[src/rtl/ring_shift_sequencer.sv]
// Sequencer for a circular right-shift register: runs the clear/preset load sequence,
// issues shift ticks (free-running or single-step) and tracks a shadow copy, steps and laps.
module ring_shift_sequencer #(
    parameter int WIDTH     = 5,
    parameter int DIV_WIDTH = 8,
    parameter int LAP_WIDTH = 8,
    localparam int STEP_W   = $clog2(WIDTH)
) (
    input  logic                 clockpulse,
    input  logic                 clear,
    input  logic                 load,
    input  logic [WIDTH-1:0]     pattern,
    input  logic                 run,
    input  logic                 step,
    input  logic [DIV_WIDTH-1:0] divide,
    output logic                 reg_clear,
    output logic                 preset_enable,
    output logic [WIDTH-1:0]     preset,
    output logic                 shift_tick,
    output logic [WIDTH-1:0]     shadow_q,
    output logic [STEP_W-1:0]    step_count,
    output logic [LAP_WIDTH-1:0] lap_count,
    output logic                 lap_done,
    output logic                 busy
);

    typedef enum logic [2:0] {
        IDLE  = 3'd0,
        CLR   = 3'd1,
        LOAD  = 3'd2,
        READY = 3'd3,
        RUN   = 3'd4
    } state_t;

    localparam logic [STEP_W-1:0] LAST_STEP = STEP_W'(WIDTH - 1);

    state_t               state;
    state_t               state_next;
    logic [WIDTH-1:0]     pattern_q;
    logic [DIV_WIDTH-1:0] presc;
    logic                 presc_hit;

    function automatic logic [WIDTH-1:0] rotate_right(input logic [WIDTH-1:0] v);
        return {v[0], v[WIDTH-1:1]};
    endfunction

    function automatic logic [STEP_W-1:0] step_inc(input logic [STEP_W-1:0] v);
        return (v == LAST_STEP) ? '0 : v + STEP_W'(1);
    endfunction

    always_ff @(posedge clockpulse) begin
        if (clear) begin
            state <= IDLE;
        end else begin
            state <= state_next;
        end
    end

    assign presc_hit = (presc == divide);

    always_comb begin
        state_next    = state;
        reg_clear     = 1'b0;
        preset_enable = 1'b0;
        preset        = '0;
        busy          = 1'b0;
        shift_tick    = 1'b0;
        case (state)
            IDLE: begin
                if (load) state_next = CLR;
            end
            CLR: begin
                reg_clear  = 1'b1;
                busy       = 1'b1;
                state_next = load ? CLR : LOAD;
            end
            LOAD: begin
                preset_enable = 1'b1;
                preset        = pattern_q;
                busy          = 1'b1;
                state_next    = load ? CLR : READY;
            end
            READY: begin
                if (load) begin
                    state_next = CLR;
                end else if (run) begin
                    state_next = RUN;
                end else begin
                    shift_tick = step;
                end
            end
            RUN: begin
                // Leaving RUN (stop or load) never produces a tick in the same cycle.
                if (load) begin
                    state_next = CLR;
                end else if (!run) begin
                    state_next = READY;
                end else begin
                    shift_tick = presc_hit;
                end
            end
            default: state_next = IDLE;
        endcase
    end

    assign lap_done = shift_tick && (step_count == LAST_STEP);

    always_ff @(posedge clockpulse) begin
        if (clear) begin
            pattern_q  <= '0;
            presc      <= '0;
            shadow_q   <= '0;
            step_count <= '0;
            lap_count  <= '0;
        end else begin
            if (load) begin
                pattern_q <= pattern;
            end
            // A divide lowered below the running count lets the count wrap naturally.
            if (state == RUN && run && !load) begin
                presc <= presc_hit ? '0 : presc + DIV_WIDTH'(1);
            end else begin
                presc <= '0;
            end
            if (state == LOAD) begin
                shadow_q   <= pattern_q;
                step_count <= '0;
                lap_count  <= '0;
            end else if (shift_tick) begin
                shadow_q   <= rotate_right(shadow_q);
                step_count <= step_inc(step_count);
                if (step_count == LAST_STEP) begin
                    lap_count <= lap_count + LAP_WIDTH'(1);
                end
            end
        end
    end

endmodule

[config.mk]
export PLATFORM = sky130hd
export DESIGN_NAME = ring_shift_sequencer
export DESIGN_NICKNAME = d
export VERILOG_FILES = /design/src/rtl/ring_shift_sequencer.sv
export SDC_FILE = /design/constraint.sdc
export NUM_CORES = 1
export LEC_CHECK = 0
export ABC_AREA = 1
export ABC_CLOCK_PERIOD_IN_PS = 1700
export CORE_ASPECT_RATIO = 1.2
export CORE_MARGIN = 2
export CORE_UTILIZATION = 29
export CTS_CLUSTER_SIZE = 20
export DETAILED_ROUTE_END_ITERATION = 16
export HOLD_SLACK_MARGIN = 0.12
export PLACE_DENSITY_LB_ADDON = 0.25
export SLEW_MARGIN = 10
export SYNTH_ARGS = -nofsm -noshare
export SYNTH_HDL_FRONTEND = slang
export SYNTH_SLANG_ARGS = --single-unit
[constraint.sdc]
create_clock -name clockpulse -period 1.7 [get_ports clockpulse]
set_input_delay 0.34 -clock clockpulse [delete_from_list [all_inputs] [get_ports clockpulse]]
set_output_delay 0.34 -clock clockpulse [all_outputs]
set_load 0.02 [all_outputs]
== Word-level counts from Yosys, hierarchy flattened ==
Index checks and enable logic that the tools add are counted.
W data, S select, Z words.

* Register bits: 32
* Input bits: 18
* Output and inout port bits: 26
* Logic and storage cells: 50

* $add $sub $neg: 3
* Equal/unequal tests: 9
* Muxes and demuxes: 20
* Bitwise operators: 1
* Reductions and logical operators: 11

{| class="wikitable"
|+ Operators by type and width
! kind !! count
|-
| $mux W3 || 6
|-
| $add A8 B1 Y8 const B || 2
|-
| $mux W5 || 3
|-
| $pmux W3 S5 || 1
|-
| $eq A8 B8 Y1 || 1
|-
| $mux W1 || 7
|-
| $eq A3 B2 Y1 const B || 2
|-
| $eq A3 B3 Y1 const B || 2
|-
| $ne A3 B3 Y1 const B || 2
|-
| $mux W2 || 2
|-
| $reduce_or A2 Y1 || 2
|-
| $add A3 B1 Y3 const B || 1
|-
| $eq A3 B1 Y1 const B || 1
|-
| $logic_and A1 B1 Y1 || 3
|-
| $logic_not A3 Y1 || 1
|-
| $reduce_and A3 Y1 || 1
|-
| $reduce_or A3 Y1 || 1
|-
| $ne A2 B2 Y1 const B || 1
|-
| $pmux W1 S2 || 1
|-
| $reduce_and A2 Y1 || 1
|-
| $reduce_bool A2 Y1 || 1
|-
| $logic_not A1 Y1 || 1
|-
| $not A1 Y1 || 1
|}

== Depth between registers and ports, before layout ==
Gate-level depths: netlist of the first run.

* Word-level depth: 6
* Gate-level depth with buffers: 11
* Depth with buffers taken out: 11

== Worst setup path after synthesis of the first run ==
Ideal clock, no wire load.

* Path type: register to output
* Start: register state[1]
* End: output port preset[1]
* Arrival: 1.340 ns
* Data required time: 1.360 ns
* Path slack: 0.020 ns
* Stages on the path, launching flop included: 6
* Buffers on the path: 1
* Cells stage by stage: dfxtp_1 inv_1 nor3_4 inv_2 buf_2 nor2_1

* Cells in the longest elaborated chain, start to end: 2

{| class="wikitable"
|+ Ends and longest elaborated chain
! item !! line !! RTL
|-
| start: declaration || 37 || <nowiki>state_t state;</nowiki>
|-
| start signal: assignment || 55 || <nowiki>state <= state_next;</nowiki>
|-
| $eq A3 B2 Y1 || 68 || <nowiki>case (state)</nowiki>
|-
| $mux W5 || 68 ||
|-
| end: declaration || 18 || <nowiki>output logic [WIDTH-1:0] preset,</nowiki>
|}

No other way between the ends.

== Worst setup path after layout of the first run ==
* Start: register presc[7]
* End: output port lap_done

* Cells in the longest elaborated chain, start to end: 5

{| class="wikitable"
|+ Ends and longest elaborated chain
! item !! line !! RTL
|-
| start: declaration || 40 || <nowiki>logic [DIV_WIDTH-1:0] presc;</nowiki>
|-
| start signal: assignment || 121 || <nowiki>presc <= presc_hit ? '0 : presc + DIV_WIDTH'(1);</nowiki>
|-
| $eq A8 B8 Y1 || 59 || <nowiki>assign presc_hit = (presc == divide);</nowiki>
|-
| $mux W1 || 96 || <nowiki>end else if (!run) begin</nowiki>
|-
| $mux W1 || 94 || <nowiki>if (load) begin</nowiki>
|-
| $pmux W1 S2 || 68 ||
|-
| $logic_and A1 B1 Y1 || 106 || <nowiki>assign lap_done = shift_tick && (step_count == LAST_STEP);</nowiki>
|-
| end: declaration || 23 || <nowiki>output logic lap_done,</nowiki>
|}

No other way between the ends.

==> results of run 1 <==
[per-stage QoR]
step	total power (W)	hold slack, ns	setup slack, ns
after floorplan	0.000944	0.449	0.0204
after global placement	0.00112	0.465	-0.693
after detailed placement	0.00112	0.461	-0.720
after CTS	0.00187	0.472	-0.0912
after global routing	0.00197	0.516	-0.112
final	0.00188	0.487	-0.0324
[power by group through the flow]
| stage | Sequential (W) | Clock (W) | Combinational (W) |
|---|---|---|---|
| 2_1_floorplan | 0.000802 | 0 | 0.000142 |
| 3_3_place_gp | 0.000801 | 0 | 0.000319 |
| 3_5_place_dp | 0.000801 | 0 | 0.000322 |
| 4_1_cts | 0.000787 | 0.000741 | 0.000343 |
| 5_1_grt | 0.000793 | 0.000774 | 0.000405 |
| 6_report | 0.000791 | 0.000720 | 0.000370 |
[sequential cells by signal, indices dropped and copies added, names as in the netlist]
register / flops
lap_count: 8
step_count: 3
presc: 8
shadow_q: 5
pattern_q: 5
state: 3
[cell type report]
| type | instances | area, µm² |
|---|---|---|
| Multi-Input combinational cell | 170 | 1000 |
| Timing Repair Buffer | 97 | 848 |
| Inverter | 32 | 120 |
| Sequential cell | 32 | 654 |
| Clock inverter | 2 | 35.0 |
| Fill cell | 594 | 2840 |
| Tap cell | 80 | 100 |
| Clock buffer | 6 | 72.6 |
[worst max-delay path, cell delays in order (launching register included)]
cell and delay (ns):
dfxtp_2 0.33, xnor2_2 0.17, nand2_2 0.09, nor2_4 0.14, nand3_4 0.09, nand2_4 0.08
nand2_4 0.05, inv_2 0.05, buf_6 0.11
[how the worst max path moves through the flow]
| stage | from | endpoint | slack, ns | cells past startpoint |
|---|---|---|---|---|
| after floorplan | state[1] | preset[1] | 0.02 | 5 |
| after global placement | divide[7] | lap_done | -0.69 | 9 |
| after detailed placement | divide[7] | lap_done | -0.72 | 9 |
| after CTS | state[1] | lap_done | -0.09 | 8 |
| after global routing | state[2] | preset[0] | -0.11 | 6 |
| final | presc[7] | lap_done | -0.03 | 8 |
[kinds of logic (layout without fill, tap and decap cells)]
kind of cell / Yosys count / count (layout) / share of synthesized area, %
flops: 32 / 32 / 37.3
buf+inv: 35 / 137 / 8.68
compound gates: 32 / 32 / 9.63
simple gates: 121 / 121 / 34.8
fa+ha+maj: 4 / 4 / 2.92
xor+xnor: 13 / 13 / 6.64
[per-layer routing]
metal	share of wire, %	GRT usage (%)
met5	0	0
met4	1.9	6.33
met3	3.6	2.62
met2	51	24.8
met1	43	16.7
[cells in the mapped netlist]
master	n
a211oi_1	1
a21oi_1	20
a31oi_1	1
buf_12	1
buf_2	1
clkbuf_1	1
clkinv_1	1
dfxtp_1	32
ha_1	4
inv_1	27
inv_2	4
nand2_1	53
nand2_2	3
nand2_4	2
nand3_1	17
nand3_4	1
nand3b_1	1
nand4_1	7
nand4_2	1
nor2_1	23
nor2_2	2
nor2_4	3
nor3_1	4
nor3_4	1
nor3b_1	2
o21ai_0	9
o22ai_1	1
or2_2	1
xnor2_1	7
xor2_1	6
[repair_timing]
action | CTS | global route
pin swaps | 18 | 10
endpoints found under the setup margin | 10 | 14
endpoints found under the hold margin | 0 | 0
resized for setup | 77 | 25
buffers inserted | 9 | 2
==> impl_metrics.ini, run 1 <==
[outcome]
status = complete, but fails checks
failed_checks = negative setup slack

[die]
dieArea_um2 = 6550
io_pins = 44
die_x_um = 74.2
core_area_um2 = 5670
rows = 30
die_h_um = 88.3
initial_core_util_pct = 30.3

[layout]
stdcell_area_um2 = 2830
layout_common_cells = buf_4, nand2_1, inv_1, dfxtp_1, nor2_1
area_growth_syn_to_layout_pct = 65.0
final-instance-count-excl-fill = 419
final_nets = 360
n_antenna_cell = 0
drive_gt1_share_pct = 32.2
final_common_cell = buf_4
fin_util_pct = 49.9

[route]
routed_via_density = 4.39
ant_nets = 0
first_pass_iters = 4
drcViolationCount = 0
vias = 1839
drt_iter0_drc = 46
drt_wl_total_um = 4200
wire_per_inst_um = 10.0

[job]
max_cap_violations = 0

[grt]
grt_pass1_vias = 1748
grt_pass1_wl_um = 7310
overflow = 0
antenna_found_initial = 0
grtUsageTotal_pct = 14.2
grt_start_max_net_pins = 15

[cts]
cts_made_buffers = 5
clk_pin_slew_ns = 0.07
cts_max_level = 2
postCtsHoldBufs = 0
clock_latency_ns = 0.28
cts.sinks = 32
cts_tree = done
cts_max_path_buffers = 2
cts_root_buf = clkbuf_8

[power_and_ir_drop]
p_leak_nw = 1.31
p_switching_w = 0.000483
p_seq_share_pct = 42.0
power.density_nw_per_um2 = 665
p_sw_share_pct = 25.7
p_clk_share_pct = 38.3
peakVddDrop_mv = 0.371
power.internal_w = 0.00140
p_comb_share_pct = 19.7

[placement]
dpl.hpwl_um = 3240
placed_cells = 400
port_buffers = 43
dpl_cell_area_um2 = 2540
gp_congestion = 0.796

[yosys]
synth_seq_cells = 32
synth.net_count = 259
synth_area_leaders = dfxtp_1, nand2_1, inv_1, a21oi_1, nor2_1
synth_largest_area_cell = dfxtp_1
ys_seq_area_share_pct = 37.3
yosysTopAreaCellShare_pct = 37.3
ys_warn_count = 0
netlist_area_um2 = 1720
synth.avg_cell_area_um2 = 7.24
synthCells = 237
synthDistinctLibCells = 30

[timing]
fin_crit_sh_pct = 102
period_minus_slack_ns = 1.73
worstMarginPinSlew_ns = 0.434
fin_skew_ns = 0.0109
maxSlewViolCount = 0
fmax_mhz = 577
hold_violations = 0
worst_slack_ns = -0.0324
slew_headroom_pct = 70.8
setup_viol = 4
rsz0062_at_grt = true
fin_tns_setup_ns = -0.0857

[critical_path]
worst_setup_path_end_kind = primary output
rr_startpoint = state[2]
crit_type = flop to primary output
rr_worst_depth = 7
startpoint_type = flop
path_max_fanout = 3
regToRegEndpoint = step_count[0]
r2r_setup_slack_ns = 0.14
required_ns = 1.36
cp.arrival_ns = 1.39

[min_path]
hold_path_startpoint = pattern_q[1]
hold_path_depth = 2
hp-class = flop to flop
hold_end = pattern_q[1]
No activity file was read; power rests on OpenSTA's default activity.
==> run 2, diff against run 1 <==
- SLEW_MARGIN: 10 -> 20
==> results of run 2 <==
No change in the layout: final DEF, timing and power equal those of run 1.
==> variant, RTL diff (settings of run 2) <==
Change the parameter `DIV_WIDTH` from 8 to 12.
--- a/src/rtl/ring_shift_sequencer.sv
+++ b/src/rtl/ring_shift_sequencer.sv
@@ -2,7 +2,7 @@
 // issues shift ticks (free-running or single-step) and tracks a shadow copy, steps and laps.
 module ring_shift_sequencer #(
     parameter int WIDTH     = 5,
-    parameter int DIV_WIDTH = 8,
+    parameter int DIV_WIDTH = 12,
     parameter int LAP_WIDTH = 8,
     localparam int STEP_W   = $clog2(WIDTH)
 ) (
Ports: changed (resized divide); port bits go from 44 to 48. The function was not compared with the original's and may differ.
==> variant against run 2 <==
- the run still ends with negative setup slack left
- clock skew fell by 0.0049 ns
- sequential power up 10%
- critical endpoint unchanged
- count of clock-buffer cells in the layout did not move
- sequential cell count rose by 4
- sequential share of layout area up 0.41 points
- total power shrank 1.6%
- setup slack worse by 0.14 ns
- area after synthesis grew 13%
- wire length grew 13%
- design area rose by 10%
- largest cell class unchanged
- hold slack improved by 0.0034 ns
==> variant: results (changes against run 2) <==
Outcome
  – Outcome: finished with violations (unchanged)
  – Failing checks: negative setup slack (unchanged)

Worst setup path
  – CP arrival: 1.53 ns (was 1.39 ns)
  – Register-to-Register Path Depth: 9 (was 7)
  – CP Launch Point: run (was presc[7])
  – Slowest-stage cell, CP: clkdlybuf4s50_1 (was dfxtp_2)
  – RR Endpoint: presc[10] (was step_count[0])
  – R2R Path Start: presc[1] (was state[2])
  – Worst-path maximum fanout: 4 (was 3)
  – R2R Setup Slk: 0.14 ns (about the same)

Placed design
  – GPL Wtd Cong: 0.8178 (was 0.7963)
  – Port bufs: 47 (was 43)
  – Pre-CTS WS: -0.8341 ns (was -0.7201 ns)
  – Placed Cells: 467 (was 400)
  – Placed instance area: 2873 um2 (was 2540 um2)
  – Detailed Place HPWL: 3654 um (was 3243 um)

Synthesis
  – Seq/Total Area, Yosys: 0.3733 (was 0.3735)
  – Top cells by count, synth: nand2_1, inv_1, dfxtp_1 (was nand2_1, dfxtp_1, inv_1)
  – Area contributors post-synth: dfxtp_1, nand2_1, inv_1 (unchanged)
  – Netlist cell types: 25 (was 30)
  – Syn Nets: 314 (was 259)
  – Avg Inst Size Synth: 6.703 um2 (was 7.238 um2)

Detailed routing
  – Drt wl/cell: 9.823 um (was 10.01 um)
  – Starting DRT DRC Count: 31 (was 46)
  – Vias per cell: 4.378 (was 4.389)
  – M1 wire length: 2004 um (was 1823 um)
  – Met2 wire len: 2484 um (was 2138 um)
  – DR top layer: met4 (unchanged)
  – DR WL met3: 181 um (was 153 um)

CTS
  – Root cell of the clock tree: clkbuf_8 (unchanged)
  – TritonCTS Buffers: 5 (unchanged)
  – Clk Latency, worst-skew pair: between 0.2 and 0.3 ns

Final layout
  – Share of layout cells above drive strength 1: 0.3081 (was 0.3215)
  – Biggest regs: presc x12, lap_count x8 (was lap_count x8, presc x8)
  – Layout net count: 421 (was 360)
  – ANT cells: 0 (unchanged)
  – Final Non-Filler Cells: 481 (was 419)

Power
  – Clk power: 636 uW (was 720 uW)
  – Sequential group power: 873 uW (was 791 uW)
  – Max VDD drop: 0.2934 mV (was 0.3713 mV)
  – Int Pwr: 1350 uW (was 1398 uW)
  – PD cells: 592.3 nW/um2 (was 664.7 nW/um2)

Timing
  – Worst Clk Skew: 0.005926 ns (was 0.01086 ns)
  – Final setup viols: 2 (was 4)
  – Final worst-path setup slack: -0.1695 ns (was -0.03239 ns)
  – Hold WS: 0.4901 ns (was 0.4867 ns)
  – Slew HR: 0.8326 (was 0.7084)
  – Fin Setup TNS: -0.3047 ns (was -0.08570 ns)

GRT
  – Vias in the first global route: 1933 (was 1748)
  – Initial antenna violation count: 0 (unchanged)
  – Met2 GRT Util: 0.2500 (was 0.2484)
  – Met1 GRT Util: 0.1408 (was 0.1675)
  – GRT Total Usage: 0.1307 (was 0.1419)
  – First-pass GRT wire length: 7776 um (was 7314 um)
  – Global Route met3 Usage: 0.02896 (was 0.02620)

Min path
  – Min-Delay Endpoint: lap_count[5] (was pattern_q[1])
  – Beginning of the worst hold path: lap_count[5] (was pattern_q[1])
==> variant: layout make-up <==
type                            instances  area, um2
Clock inverter                          2      10.01
Inverter                               44      167.7
Clock buffer                            6      82.58
Timing Repair Buffer                  106      885.9
Sequential cell                        36      735.7
Tap cell                               85      106.4
Multi-Input combinational cell        202       1139
Fill cell                             667       3319
==> variant: kinds of logic (layout without fill, tap and decap cells) <==
logic type / count (synthesis) / in the layout / synth area share
and+or+nand+nor: 149 / 149 / 0.3435
buffers and inverters: 50 / 158 / 0.1037
AOI/OAI and AO/OA: 37 / 37 / 0.09917
DFF: 36 / 36 / 0.3733
xor gates and xnor gates: 12 / 12 / 0.05444
adders and majority gates: 4 / 4 / 0.02592
==> variant: critical path, delay by kind of cell <==
kind / cells / cell delay [ns]
buffers and inverters: 4 / 0.71
AND/OR/NAND/NOR: 4 / 0.48
==> variant: repair_timing <==
action / CTS / global route
gates resized for setup: 67 / 47
endpoints found under the setup margin: 17 / 29
pin swaps: 12 / 11
setup buffers: 4 / 3
